`config.mk`:
```
export PLATFORM = sky130hd
export DESIGN_NAME = alu_mul_sequencer
export DESIGN_NICKNAME = d
export VERILOG_FILES = /design/src/rtl/alu_ctrl_pkg.sv /design/src/rtl/alu_settle_timer.sv /design/src/rtl/alu_mul_sequencer.sv
export SDC_FILE = /design/constraint.sdc
export NUM_CORES = 1
export LEC_CHECK = 0
export BUFFER_PORTS_ARGS = -buffer_cell sky130_fd_sc_hd__buf_4
export CORE_MARGIN = 2
export CORE_UTILIZATION = 46
export DETAILED_ROUTE_END_ITERATION = 10
export HOLD_SLACK_MARGIN = 0.08
export PLACE_DENSITY = 0.75
export SLEW_MARGIN = 20
export SYNTH_ARGS = -nofsm -noshare
export SYNTH_HDL_FRONTEND = slang
export SYNTH_HIERARCHICAL = 1
export SYNTH_SLANG_ARGS = --single-unit
export TNS_END_PERCENT = 50
```
`constraint.sdc`:
```
create_clock -name clk -period 1.6 [get_ports clk]
set_clock_uncertainty 0.1 [all_clocks]
set_input_delay 0.24 -clock clk [delete_from_list [all_inputs] [get_ports clk]]
set_output_delay 0.24 -clock clk [all_outputs]
set_load 0.05 [all_outputs]
```
`src/rtl/alu_ctrl_pkg.sv`:
```
// -----------------------------------------------------------------------------
// alu_ctrl_pkg
// Shared definitions for the ALU control slice: multiply sequencer state
// encoding, ALU function-select codes and the datapath width.
// -----------------------------------------------------------------------------
package alu_ctrl_pkg;

   localparam int DATA_W = 8;

   typedef enum logic [1:0] {
      ST_IDLE = 2'd0,
      ST_EXEC = 2'd1,
      ST_FIN  = 2'd2
   } mul_state_t;

   typedef logic [2:0] alu_sel_t;

   localparam alu_sel_t ALU_SEL_FWD = 3'b000;
   localparam alu_sel_t ALU_SEL_ADD = 3'b001;
   localparam alu_sel_t ALU_SEL_AND = 3'b010;
   localparam alu_sel_t ALU_SEL_OR  = 3'b011;

endpackage

```
`src/rtl/alu_settle_timer.sv`:
```
// -----------------------------------------------------------------------------
// alu_settle_timer
// Counts the cycles the shared ALU has been driven with the current ADD so the
// sequencer knows when ALU_RESULT has settled.
//
// Parameters:
//   SETTLE_CYCLES  cycles per ADD (1..7)
// Ports:
//   clk          in   clock
//   reset_n      in   asynchronous active-low reset
//   clr          in   return count to 0 (wins over inc)
//   inc          in   advance count by one
//   settle_last  out  current cycle is the last settle cycle of this ADD
// -----------------------------------------------------------------------------
module alu_settle_timer #(
   parameter int SETTLE_CYCLES = 1
) (
   input  logic clk,
   input  logic reset_n,
   input  logic clr,
   input  logic inc,
   output logic settle_last
);

   logic [2:0] setcnt;

   // NOTE: sequential state is written with non-blocking assignments only, so
   // every register samples pre-edge values regardless of block ordering.
   always_ff @(posedge clk or negedge reset_n) begin
      if (!reset_n) begin
         setcnt <= 3'd0;
      end else if (clr) begin
         setcnt <= 3'd0;
      end else if (inc) begin
         setcnt <= setcnt + 3'd1;
      end
   end

   assign settle_last = (setcnt == 3'(SETTLE_CYCLES - 1));

endmodule

```
`src/rtl/alu_mul_sequencer.sv`:
```
// -----------------------------------------------------------------------------
// alu_mul_sequencer
// Shift-and-add 8-bit multiplier that borrows the shared ALU. On an accepted
// start it owns the ALU inputs, issues one ADD per set multiplier bit (each
// held for SETTLE_CYCLES cycles before the result is captured), then returns
// (opa*opb) mod 256 with a one-cycle done pulse.
//
// Optional feature: define MUL_EARLY_EXIT_EN to finish as soon as the
// remaining multiplier bits are all zero (result is unchanged).
//
// Parameters:
//   SETTLE_CYCLES  ALU settle cycles per ADD (1..7)
// Ports:
//   clk, reset_n   clock, asynchronous active-low reset
//   start          request, sampled only in IDLE
//   opa, opb       multiplicand / multiplier, captured with start
//   busy           high while in EXEC
//   done           one-cycle pulse, product valid
//   product, zero  result and product==0 flag, held until the next result
//   alu_own        selects this block onto the ALU inputs (EXEC only)
//   alu_data1/2    accumulator / shifted multiplicand operands
//   alu_select     ADD while an ADD is issued, else FWD
//   alu_result     ALU output
// -----------------------------------------------------------------------------
module alu_mul_sequencer
   import alu_ctrl_pkg::*;
#(
   parameter int SETTLE_CYCLES = 1
) (
   input  logic              clk,
   input  logic              reset_n,
   input  logic              start,
   input  logic [DATA_W-1:0] opa,
   input  logic [DATA_W-1:0] opb,
   output logic              busy,
   output logic              done,
   output logic [DATA_W-1:0] product,
   output logic              zero,
   output logic              alu_own,
   output logic [DATA_W-1:0] alu_data1,
   output logic [DATA_W-1:0] alu_data2,
   output alu_sel_t          alu_select,
   input  logic [DATA_W-1:0] alu_result
);

   mul_state_t        state_q, state_d;
   logic [DATA_W-1:0] acc_q, acc_d;
   logic [DATA_W-1:0] mcand_q, mplr_q;
   logic [3:0]        bitcnt_q;

   logic accept, adding, settle_last, advance, capture, last_step, skip_all;

   assign accept  = (state_q == ST_IDLE) && start;
   assign adding  = (state_q == ST_EXEC) && mplr_q[0];
   // A zero multiplier bit takes one cycle; a set bit waits for the ALU.
   assign advance = (state_q == ST_EXEC) && (!mplr_q[0] || settle_last);
   assign capture = adding && settle_last;

`ifdef MUL_EARLY_EXIT_EN
   // Stop once the bits still to be shifted in are all zero.
   assign last_step = (bitcnt_q == 4'd7) || (mplr_q[DATA_W-1:1] == '0);
   assign skip_all  = (opb == '0);
`else
   assign last_step = (bitcnt_q == 4'd7);
   assign skip_all  = 1'b0;
`endif

   alu_settle_timer #(
      .SETTLE_CYCLES (SETTLE_CYCLES)
   ) u_settle_timer (
      .clk         (clk),
      .reset_n     (reset_n),
      .clr         (accept || advance),
      .inc         (adding),
      .settle_last (settle_last)
   );

   // NOTE: every variable assigned in a combinational block gets a default at
   // the top so no path leaves it unassigned and no latch is inferred.
   always_comb begin
      state_d = state_q;
      acc_d   = acc_q;
      unique case (state_q)
         ST_IDLE: begin
            if (start) begin
               acc_d   = '0;
               state_d = skip_all ? ST_FIN : ST_EXEC;
            end
         end
         ST_EXEC: begin
            if (capture)              acc_d   = alu_result;
            if (advance && last_step) state_d = ST_FIN;
         end
         ST_FIN:  state_d = ST_IDLE;
         default: state_d = ST_IDLE;
      endcase
   end

   always_ff @(posedge clk or negedge reset_n) begin
      if (!reset_n) begin
         state_q  <= ST_IDLE;
         acc_q    <= '0;
         mcand_q  <= '0;
         mplr_q   <= '0;
         bitcnt_q <= 4'd0;
         product  <= '0;
      end else begin
         state_q <= state_d;
         acc_q   <= acc_d;
         if (accept) begin
            mcand_q  <= opa;
            mplr_q   <= opb;
            bitcnt_q <= 4'd0;
         end else if (advance) begin
            mcand_q  <= mcand_q << 1;
            mplr_q   <= mplr_q >> 1;
            bitcnt_q <= bitcnt_q + 4'd1;
         end
         // Publish on the edge entering FIN so product is valid with done.
         if (state_d == ST_FIN && state_q != ST_FIN) product <= acc_d;
      end
   end

   assign busy       = (state_q == ST_EXEC);
   assign alu_own    = (state_q == ST_EXEC);
   assign done       = (state_q == ST_FIN);
   assign zero       = (product == '0);
   assign alu_select = adding ? ALU_SEL_ADD : ALU_SEL_FWD;
   assign alu_data1  = adding ? acc_q   : '0;
   assign alu_data2  = adding ? mcand_q : '0;

endmodule

```
# Yosys cells after proc, flatten, opt, wreduce, memory -nomap -nowiden
# Index checks and enable logic that the tools add are counted.
[word_totals]
reg_bits = 41
in_bits = 27
elab_cells = 45
[op_classes]
addsub = 2
n_eq_ne = 5
mux = 17
n_reduce_logical = 14
[op_table]
columns = ["op", "count"]
rows = [
  ["8-bit 2-to-1 mux", 8],
  ["8-bit case mux with 2 select lines", 1],
  ["8-bit logical NOT", 1],
  ["4-bit 2-to-1 mux", 2],
  ["1-bit logical AND", 6],
  ["3-bit 2-to-1 mux", 2],
  ["4-bit by 1-bit adder with 4-bit output, second input constant", 1],
  ["2-bit equality test, second input constant", 2],
  ["4-bit by 3-bit equality test with 1-bit output, second input constant", 1],
  ["2-bit 2-to-1 mux", 2],
  ["2-bit case mux with 2 select lines", 1],
  ["2-bit nonzero test", 2],
  ["3-bit by 1-bit adder with 3-bit output, second input constant", 1],
  ["3-bit logical NOT", 1],
  ["2-bit by 1-bit equality test with 1-bit output, second input constant", 1],
  ["2-bit logical NOT", 1],
  ["1-bit logical OR", 2],
  ["2-bit != test, second input constant", 1],
  ["1-bit logical NOT", 1],
  ["1-bit 2-to-1 mux", 1],
]

# Logic depth before layout (Yosys ltp)
[logic_depth]
word_depth = 8
depth_mapped = 8

# Cells and area by module
# Netlist, hierarchy kept.
[by_module_without_submodules]
columns = ["mod", "n_inst", "cells_per_inst", "area_per_inst_um2", "seq_area_each_um2"]
rows = [
  ["alu_mul_sequencer", 1, 198, 1873.0, 950.9],
  ["alu_settle_timer", 1, 15, 162.7, 75.1],
]

# Worst setup path before layout
# OpenSTA, ideal clock, no wires.
[synth_path]
kind = "register -> output"
startpoint = "reg product[5]"
endpoint = "out zero"
t_arrival_ps = 1793
t_required_ps = 1260
path_slack_ps = -533
stages_incl_launch_ff = 3
path_buffers = 0
path_cell_list = "dfrtp_1 > or4_1 > nor2_1"
[synth_between]
elab_chain_cells = 1
[synth_rtl]
columns = ["item", "line", "rtl"]
rows = [
  ["start, declared", "alu_mul_sequencer.sv:37", "output logic [DATA_W-1:0] product,"],
  ["start signal, assigned", "alu_mul_sequencer.sv:106", "product <= '0;"],
  ["start signal, assigned", "alu_mul_sequencer.sv:120", "if (state_d == ST_FIN && state_q != ST_FIN) product <= acc_d;"],
  ["8-bit logical NOT", "alu_mul_sequencer.sv:127", "assign zero = (product == '0);"],
  ["end, declared", "alu_mul_sequencer.sv:38", "output logic zero,"],
]
# No other way between the ends.

# Final worst setup path
[layout_path]
startpoint = "reg product[4]"
endpoint = "out zero"
# The elaborated chain is that of the path after synthesis.

==> impl_metrics.tcl <==
set metrics [dict create \
    min_period_over_period 1.174 \
    worst_ep_arrival_time_ns 1.54 \
    fin_crit_ns 1.879 \
    port_buffers 55 \
    clk_latency_ns 0.30 \
    cts_tree "built" \
    antennaDiodeCount 0 \
    numCtsBuffers 5 \
    synthFlopType "dfrtp_1" \
    syn_avg_cell_area_um2 9.557 \
    seq_area_um2 1035 \
    drcViolationCount 0 \
    drv_slew 0 \
    maxCapViolations 0 \
    seq_area_frac_synth 0.5040 \
    start_util 0.4741 \
    cts.sinks 41 \
    first_pass_iters 5 \
    failed_checks "setup timing" \
    drive_above_1_share 0.6038 \
    synth_area_um2 2036 \
    grt_max_degree 42 \
    crit_chain "or4_4, nor2_4, buf_8" \
    cp.required_ns 1.26 \
    grt_pass1_vias 2154 \
    worst_slew_pin_slew_ns 0.5363 \
    rsz0062_at_grt "yes" \
    htree_levels 2 \
    synth_cell_types 36 \
    dp_hpwl_mm 3.629 \
    core_um2 4294 \
    peakVddDrop_mv 1.217 \
    syn_inst 213 \
    slowest_delay_ns 0.53 \
    die_y_um 70.53 \
    grt_usage 0.2762 \
    wl_per_cell_um 23.75 \
    min_path_cells 2 \
    rows 24 \
    gp_congestion 0.8159 \
    multi_input_area_um2 1260 \
    ys_top_cells_by_area "dfrtp_1, a31oi_1, and3_1" \
    drtIter0Drc 384 \
    ys_seq_elements 41 \
    outcome "finished, violations left" \
    grt_overflow 0 \
    cp_max_fo 3 \
    path_clk_slew_ns 0.08 \
    area_growth_pct 82.24 \
    ioPinCount 58 \
    setup_viol 60 \
    viasPerCell 6.395 \
    timing.setup.tns_ns -7.833 \
    post-place-ws_ns -0.1832 \
    powerDensity_nw_per_um2 2042 \
    antenna_left 0 \
    grt_pass1_wl_mm 10.63 \
    hold_viol 0 \
    slowest_stage "or4_4" \
    fin_util 0.8639 \
    cts_buffer_depth 2 \
    totalWireLength_mm 8.787 \
    die_area_um2 4974 \
    synth-async-reset-ratio 1.000 \
    cp-start-kind "register" \
    via_count 2366 \
    cts_root_buffer "clkbuf_8" \
    synth_edf_count 0 \
    p_leak_nw 1.680 \
    die_x_um 70.53 \
    critPathKind "register to output port" \
    synth_top_area_cell "dfrtp_1" \
    fillers 183 \
    worst_slack_ns -0.2792 \
    final_cell_mix "buf_4, dfrtp_1, buf_8" \
    antenna_found_initial 0 \
    final_common_cell "buf_4" \
    yosys_warnings 6 \
    max_freq_ghz 0.5321 \
    nets 347 \
    worstHoldPathType "input pin to register" \
    r2r_cells 8 \
    synth_top_area_share 0.5040 \
    end_kind "output port" \
    max_slew_margin 0.6425 \
]
==> worst max-delay path: cells and delay by family, from the launching register on <==
kind | cells | cell delay [ns]
buf+inv | 1 | 0.15
simple gates | 2 | 0.66
flops | 1 | 0.43
==> metal layers <==
metal | part of all wire | track usage | vias to the layer above | wire, µm
li1 | - | - | 980 | -
met1 | 0.39 | 0.3570 | 1183 | 3431
met2 | 0.49 | 0.4413 | 164 | 4282
met3 | 0.084 | 0.07071 | 39 | 735
met4 | 0.038 | 0.1175 | 0 | 337
met5 | 0 | 0 | - | 0
==> synth_stat cells (2+ instances only) <==
cell type and instances:
a21oi_1 7, a221o_1 2, a22o_1 2, a31oi_1 24, and3_1 19, buf_2 5
buf_4 8, clkbuf_1 8, dfrtp_1 41, ha_1 3, inv_1 5, inv_2 2
nand2_1 16, nand2b_1 2, nand3_1 20, nor2_1 12, nor2b_1 3, o21ai_0 10
o221a_2 2, o31ai_1 2, o32ai_1 2, or4_1 4
==> power by group <==
group / internal, W / switching [W] / total, W
sequential: 0.00149 / 0.000406 / 0.00189
combinational: 0.00216 / 0.00279 / 0.00495
clock: 0.000353 / 0.000379 / 0.000731
total: 0.00400 / 0.00357 / 0.00758
==> registers in the layout, indices dropped and copies added (netlist names) <==
name / cells
acc_q: 8
mcand_q: 8
mplr_q: 8
product: 8
bitcnt_q: 4
u_settle_timer/setcnt: 3
state_q: 2
==> kinds of logic after synthesis <==
kind of cell             synth area share
flip-flops                         0.5040
multiplexers                     0.004917
AO/OA/AOI/OAI                      0.1739
adder cells (fa/ha/maj)           0.01844
AND/OR/NAND/NOR                    0.2231
buffers and inverters             0.06946
XOR/XNOR                         0.004303
other                            0.001842
==> final cells by class <==
type,instances,share of cell area
multi-input combinational,145,0.3396
inverter,7,0.01046
timing repair buffer,115,0.3238
timing repair inverter,2,0.005396
sequential,41,0.2789
clock buffer,8,0.02428
tap,52,0.01754
==> stage by stage <==
step / cells / hold WS (ns) / cell area, µm² / total power [W]
2_1_floorplan: 214 / -0.1556 / 2175 / 0.004139
3_3_place_gp: 332 / 0.1532 / 2759 / 0.005069
3_5_place_dp: 332 / 0.1564 / 2759 / 0.005133
4_1_cts: 365 / 0.08046 / 3332 / 0.006557
5_1_grt: 370 / 0.09508 / 3710 / 0.007821
6_report: 370 / 0.1014 / 3710 / 0.007576
==> final timing paths <==
| kind | start | endpoint | slack (ns) |
|---|---|---|---|
| hold reg to reg | mplr_q[7] | mplr_q[7] | 0.44 |
| setup reg to reg | u_settle_timer/setcnt[1] | mplr_q[2] | -0.27 |
| hold / removal | opb[0] | mplr_q[0] | 0.10 |
| setup / recovery | product[4] | zero | -0.28 |
| max in group asynchronous | reset_n | product[0] | 0.64 |
| min in group asynchronous | reset_n | mplr_q[4] | 0.37 |
==> repair_timing <==
action,in CTS,in global routing
cloned,4,1
setup endpoints to repair,49,61
hold buffers,10,2
pin swaps,15,21
buffers inserted,12,3
gates resized for setup,58,79
hold endpoints to repair,50,2
(Power assumes the default switching activity.)
